**src/rtl/div_pkg.sv**
```systemverilog
// Shared definitions for the sequential restoring divider: state encoding
// and default widths.
package div_pkg;

    localparam int DIV_WIDTH = 16;
    localparam int DIV_CNT_W = $clog2(DIV_WIDTH);

    typedef enum logic [1:0] {
        IDLE,
        RUN,
        DONE
    } state_t;

endpackage

```
**src/rtl/div_step.sv**
```systemverilog
// One restoring-division iteration: shift the next dividend bit into the
// partial remainder, trial-subtract the divisor, keep the result if non-negative.
module div_step #(
    parameter int WIDTH = 16
) (
    input  logic [WIDTH-1:0] p,
    input  logic [WIDTH-1:0] q,
    input  logic [WIDTH-1:0] divisor,
    output logic [WIDTH-1:0] p_next,
    output logic [WIDTH-1:0] q_next
);

    logic [WIDTH:0] shifted;
    logic [WIDTH:0] diff;

    assign shifted = {p, q[WIDTH-1]};
    assign diff    = shifted - {1'b0, divisor};

    // A negative trial keeps the shifted value; its top bit is then always 0
    // because the partial remainder entering the step is below the divisor.
    assign p_next = diff[WIDTH] ? shifted[WIDTH-1:0] : diff[WIDTH-1:0];
    assign q_next = {q[WIDTH-2:0], ~diff[WIDTH]};

endmodule

```
**src/rtl/divide_seq.sv**
```systemverilog
// Sequential unsigned restoring divider, one quotient bit per clock, with a
// start/busy/done handshake and a one-cycle divide-by-zero shortcut.
module divide_seq
    import div_pkg::*;
#(
    parameter int WIDTH = DIV_WIDTH
) (
    input  logic             clk,
    input  logic             reset,
    input  logic             start,
    input  logic [WIDTH-1:0] dividend,
    input  logic [WIDTH-1:0] divisor,
    output logic [WIDTH-1:0] quotient,
    output logic [WIDTH-1:0] remainder,
    output logic             busy,
    output logic             done,
    output logic             div_by_zero
);

    localparam int CNT_W = $clog2(WIDTH);

    state_t           state;
    state_t           next_state;
    logic             zero_pend;
    logic [WIDTH-1:0] p;
    logic [WIDTH-1:0] q;
    logic [WIDTH-1:0] dvsr;
    logic [WIDTH-1:0] p_next;
    logic [WIDTH-1:0] q_next;
    logic [CNT_W-1:0] count;
    logic             accept;
    logic             accept_run;
    logic             accept_zero;
    logic             last_step;
    logic             busy_next;
    logic             done_next;

    // The cycle after a divide-by-zero capture is not RUN, but it must not
    // accept another request before the result is published.
    assign accept      = start && (state != RUN) && !zero_pend;
    assign accept_run  = accept && (divisor != '0);
    assign accept_zero = accept && (divisor == '0);
    assign last_step   = (state == RUN) && (count == CNT_W'(WIDTH - 1));

    div_step #(
        .WIDTH(WIDTH)
    ) u_step (
        .p      (p),
        .q      (q),
        .divisor(dvsr),
        .p_next (p_next),
        .q_next (q_next)
    );

    // NOTE: sequential state uses non-blocking assignments so every register
    // samples pre-edge values, independent of statement order.
    always_ff @(posedge clk or posedge reset) begin
        if (reset) begin
            state <= IDLE;
            busy  <= 1'b0;
            done  <= 1'b0;
        end else begin
            state <= next_state;
            busy  <= busy_next;
            done  <= done_next;
        end
    end

    // NOTE: default assignment first so no path through the case infers a latch.
    always_comb begin
        next_state = state;
        case (state)
            IDLE, DONE: begin
                if (zero_pend)       next_state = DONE;
                else if (accept_run) next_state = RUN;
                else                 next_state = IDLE;
            end
            RUN:     if (last_step) next_state = DONE;
            default: next_state = IDLE;
        endcase
    end

    // Handshake outputs are registered from the next state, so they line up
    // with the state register and never depend combinationally on inputs.
    always_comb begin
        busy_next = (next_state == RUN);
        done_next = (next_state == DONE);
    end

    always_ff @(posedge clk or posedge reset) begin
        if (reset) begin
            zero_pend   <= 1'b0;
            p           <= '0;
            q           <= '0;
            dvsr        <= '0;
            count       <= '0;
            quotient    <= '0;
            remainder   <= '0;
            div_by_zero <= 1'b0;
        end else begin
            zero_pend <= accept_zero;
            if (accept) begin
                p     <= '0;
                q     <= dividend;
                dvsr  <= divisor;
                count <= '0;
            end else if (state == RUN) begin
                p     <= p_next;
                q     <= q_next;
                count <= count + 1'b1;
                if (last_step) begin
                    quotient    <= q_next;
                    remainder   <= p_next;
                    div_by_zero <= 1'b0;
                end
            end
            if (zero_pend) begin
                quotient    <= '1;
                remainder   <= q;
                div_by_zero <= 1'b1;
            end
        end
    end

endmodule
```
**config.mk**
```make
export PLATFORM = sky130hd
export DESIGN_NAME = divide_seq
export DESIGN_NICKNAME = d
export VERILOG_FILES = /design/src/rtl/div_pkg.sv /design/src/rtl/div_step.sv /design/src/rtl/divide_seq.sv
export SDC_FILE = /design/constraint.sdc
export NUM_CORES = 1
export LEC_CHECK = 0
export CORE_MARGIN = 4
export CORE_UTILIZATION = 55
export DETAILED_ROUTE_END_ITERATION = 16
export DONT_BUFFER_PORTS = 1
export PLACE_DENSITY = 0.72
export REMOVE_ABC_BUFFERS = 1
export SYNTH_ARGS = -nofsm -noshare
export SYNTH_HDL_FRONTEND = slang
export SYNTH_SLANG_ARGS = --single-unit
```
**constraint.sdc**
```tcl
create_clock -name clk -period 6.4 [get_ports clk]
set_clock_uncertainty 0.15 [all_clocks]
set_input_delay 0.96 -clock clk [delete_from_list [all_inputs] [get_ports clk]]
set_output_delay 0.96 -clock clk [all_outputs]
set_load 0.1 [all_outputs]
```
; ---- Yosys cells after proc, flatten, opt, wreduce, memory -nomap -nowiden
; Cells that the tools add are included.
; W data, S select, Z words.
[word_totals]
in_bits = 35
elab_cells = 58
register_bits = 90
[classes]
reduce_logical = 14
eq_ne = 7
addsub = 2
n_mux = 23
n_bitwise = 1
[op_table]
columns = operator, count
row1 = $mux W16, 13
row2 = $sub A17 B16 Y17, 1
row3 = $logic_not A16 Y1, 1
row4 = $reduce_bool A16 Y1, 1
row5 = $mux W4, 2
row6 = $reduce_bool A2 Y1, 3
row7 = $logic_and A1 B1 Y1, 5
row8 = $mux W1, 5
row9 = $add A4 B1 Y4 const B, 1
row10 = $eq A2 B1 Y1 const B, 2
row11 = $eq A2 B2 Y1 const B, 2
row12 = $eq A4 B4 Y1 const B, 1
row13 = $mux W2, 2
row14 = $pmux W2 S2, 1
row15 = $reduce_and A3 Y1, 1
row16 = $logic_not A2 Y1, 1
row17 = $ne A2 B1 Y1 const B, 1
row18 = $ne A2 B2 Y1 const B, 1
row19 = $reduce_or A2 Y1, 1
row20 = $logic_not A1 Y1, 1
row21 = $not A1 Y1, 1

; ---- Logic depth before layout (Yosys ltp)
[depth]
depth_word = 8
mapped_depth = 12
mapped_depth_nobuf = 11

; ---- Hierarchy
; From an unflattened synthesis, not the netlist that was laid out.
[unflattened]
hier_cells = 469
area_unflattened_um2 = 4946.0
[modules_own_cells]
columns = mod, instances, area_per_inst_um2, seq_area_each_um2, cells_per_inst
row1 = divide_seq, 1, 3823.7, 2252.2, 326
row2 = div_step, 1, 1122.3, 0.0, 143

; ---- Worst setup path after synthesis
; Ideal clock, no wire load.
[synth_path]
path_type = reg-to-reg
start = register q[15]
end = register remainder[1]
required_ns = 6.121
setup_time_ns = 0.129
path_buffers = 1
t_arrival_ns = 2.651
synth_period_minus_slack_ns = 2.930
stages_incl_launch_ff = 13
setup_slack_ns = 3.470
path_cell_list = dfrtp_1 inv_1 ha_1 inv_1 fa_1 a211oi_2 o211ai_2 a211oi_2 o211ai_4 xor2_4 buf_12 mux2i_1 o21ai_1
[synth_via]
elab_chain_len = 6
[synth_rtl]
columns = item, line_no
row1 = from (decl), divide_seq.sv:26  ; logic [WIDTH-1:0] q;
row2 = from (signal assigned), divide_seq.sv:104  ; q <= dividend;
row3 = from (signal assigned), divide_seq.sv:109  ; q <= q_next;
row4 = $sub A17 B16 Y17, div_step.sv:17  ; assign diff = shifted - {1'b0, divisor};
row5 = $mux W16, div_step.sv:21  ; assign p_next = diff[WIDTH] ? shifted[WIDTH-1:0] : diff[WIDTH-1:0];
row6 = $mux W16, divide_seq.sv:111  ; if (last_step) begin
row7 = $mux W16, divide_seq.sv:107  ; end else if (state == RUN) begin
row8 = $mux W16, divide_seq.sv:102  ; if (accept) begin
row9 = $mux W16, divide_seq.sv:117  ; if (zero_pend) begin
row10 = to (signal assigned), divide_seq.sv:113  ; remainder <= p_next;
row11 = to (signal assigned), divide_seq.sv:119  ; remainder <= q;
row12 = to (decl), divide_seq.sv:14  ; output logic [WIDTH-1:0] remainder,
; No other way between the ends. The select of a mux whose other input is x is not followed.
; A chain may end at the register's enable or synchronous reset.

; ---- Worst setup path after layout
[layout_path]
start = register q[15]
end = register p[0]
[layout_via]
elab_chain_len = 4
[layout_rtl]
columns = item, line_no
row1 = $sub A17 B16 Y17, div_step.sv:17
row2 = $mux W16 (*), div_step.sv:21
row3 = $mux W16 (*), divide_seq.sv:107
row4 = $mux W16 (*), divide_seq.sv:102
row5 = to (signal assigned), divide_seq.sv:108  ; p <= p_next;
row6 = to (decl), divide_seq.sv:25  ; logic [WIDTH-1:0] p;
; Mark *: on every way between the ends. The rest lies on a longest branch, timed or not. The select of a mux whose other input is x is not followed.

==> flow_summary.ini <==
[status]
outcome = complete, no violations

[timing]
finalSetupTns_ns = 0
fmax_ghz = 0.288
maxSlewViolCount = 0
worst_pin_slew_ns = 1.16
timing.final.crit_share_pct = 54.3
rsz0062_at_grt = no
hold_viol = 0
setup_violations = 0
slew_headroom_pct = 22.4
fin_crit_ns = 3.48

[finish]
drive_gt1_share_pct = 10.5
multi_input_area_um2 = 2250
area_growth_syn_to_layout_pct = 4.90
regArea_um2 = 2250
final_cell_count_no_fill = 582
fin_nets = 525
stdcell_area_um2 = 4930
fillerInstances = 731
antenna_cells = 0

[die]
initial_core_util_pct = 56.9
die_h_um = 100
fp.dieW_um = 100
pin_count = 70
die-area_um2 = 10100
rows = 33
core_um2 = 8260

[drt]
via_per_inst = 5.99
drc_errors = 0
wl_per_cell_um = 18.4
ant_nets = 0
first_iter_violations = 196
vias = 3488
routed_wl_um = 10700
first_pass_iters = 5

[setup_path]
startpoint_type = register
rr_worst_depth = 11
worstSetupEndpointType = register
regToRegEndpoint = p[0]
crit_required_ns = 6.55
r2r_slack_ns = 2.92
cp_max_fo = 18
worstSetupPathType = reg -> reg
cp.arrival_ns = 3.63
reg2reg_from = q[15]

[synth]
yosys.cell_types.count = 50
ys_warn_count = 0
netlist.area_leader.share_pct = 47.9
synthFlopType = dfrtp_1
synth.avg_cell_area_um2 = 9.75
async_flop_share_pct = 100
syn-cell-area_um2 = 4700
ys_ff_latch = 90
yosys.area.top_type = dfrtp_1
synth_edf_count = 0
synthCells = 482
seq_area_frac_synth_pct = 47.9
synth_area_leaders = dfrtp_1 (48%), nand2_1 (7.8%), mux2i_1 (6.6%)

[place]
io_buffers = 0
placed_cells = 566
place_area_um2 = 4750
gp_congestion = 0.879
hpwlAfterDp_um = 7640

[run]
maxCapViolations = 0

[global_routing]
grt-ovfl-total = 0
grt_max_degree = 91
antenna_found_initial = 0
track_usage_pct = 22.8
grt_pass1_wl_um = 18000
first_global_vias = 3494

[min_path]
hold_depth = 1
hold_start = dvsr[12]
hold_end = dvsr[12]
hp-class = reg -> reg

[clocking]
cts_buffers = 9
cts_tree = done
root_buffer = clkbuf_8
insertion_delay_ns = 0.37
cts.sinks = 90
h-tree-depth = 3
cts.path.max_buffers = 2
post_cts_resize_count = 0
holdBufCountCts = 0
path_clk_slew_ns = 0.09
postCtsSetupBuffers = 0
[cell families after synthesis]
family,after synthesis,share of synthesized area (%)
buf+inv,46,4.31
simple gates,155,14.8
flops,90,47.9
mux,47,10.4
fa+ha+maj,18,4.95
xor+xnor,15,3.20
compound gates,111,14.4
[how the worst max path moves through the flow]
stage / slack [ns] / from / to / depth (start not counted)
finish: 2.92 / q[15] / p[0] / 11
global route: 2.65 / q[15] / remainder[12] / 11
CTS: 2.93 / q[15] / remainder[12] / 11
detailed placement: 3.01 / q[15] / remainder[7] / 11
global placement: 3.07 / q[15] / remainder[0] / 11
floorplan: 2.91 / start / dvsr[0] / 3
[per-stage QoR]
stage                     worst slack (ns)  utilization (%)  hold WS, ns
final                                 2.92             59.7        0.362
after global routing                  2.65             59.7        0.375
after CTS                             2.93             59.7        0.367
after detailed placement              3.01             57.5        0.345
after global placement                3.07             57.5        0.341
after floorplan                       2.91                -        0.315
[final cells by class]
type | count | area share (%)
multi-input combinational | 346 | 45.6
timing repair buffer | 5 | 0.762
tap | 105 | 2.67
sequential | 90 | 45.7
inverter | 20 | 1.55
clock inverter | 6 | 1.12
clock buffer | 10 | 2.59
[cells in the mapped netlist, types with 2 or more instances]
master    number
nand3_1       17
nor2_1         8
nand2b_1       4
o211ai_1       3
nand2_1       98
and3_1         8
xnor2_1        6
a211oi_2       2
mux2i_1       31
o21ai_1       16
clkbuf_1      19
a31oi_1        2
xor2_1         8
buf_1          2
a211oi_1       2
o211ai_2       2
ha_1          17
a21oi_1       28
o221ai_1       5
nor2b_1        2
dfrtp_1       90
nor4_1         4
a22o_1         2
inv_1         20
a21o_1         3
buf_2          2
o21ai_0       37
mux2_2        16
o22ai_1        2
nand4_1        3
and3_2         4
[metal layers]
layer / share of wire (%) / track usage, %
met5: 0 / 0
met4: 1.2 / 7.56
met2: 51 / 37.4
met1: 42 / 30.4
met3: 5.9 / 4.45
[placed cells by master, fill, tap and decap left out, types with 5 or more instances in the layout]
master	count
a21oi_1	28
and3_1	8
buf_4	5
clkbuf_8	9
dfrtp_1	90
ha_1	17
inv_1	19
mux2_2	16
mux2i_1	31
nand2_1	98
nand3_1	17
nor2_1	8
o21ai_0	37
o21ai_1	16
o221ai_1	5
xnor2_1	6
xor2_1	8
[critical path, stage by stage (launching register included)]
cell      delay, ns
dfrtp_1        0.40
inv_1          0.10
ha_1           0.16
inv_1          0.05
fa_1           0.43
a211oi_2       0.26
o211ai_2       0.15
a211oi_2       0.37
o211ai_4       0.13
xor2_4         0.64
mux2i_1        0.36
a22o_1         0.20
[state kept, by name, indices dropped and copies added (netlist names)]
| register | cells |
|---|---|
| state | 2 |
| busy | 1 |
| zero_pend | 1 |
| div_by_zero | 1 |
| dvsr | 16 |
| q | 16 |
| remainder | 16 |
| count | 4 |
| quotient | 16 |
| p | 16 |
| done | 1 |
Power is left out: the tool's default activity adds up to more than one toggle a clock period on the data nets, which glitch-free logic cannot reach.
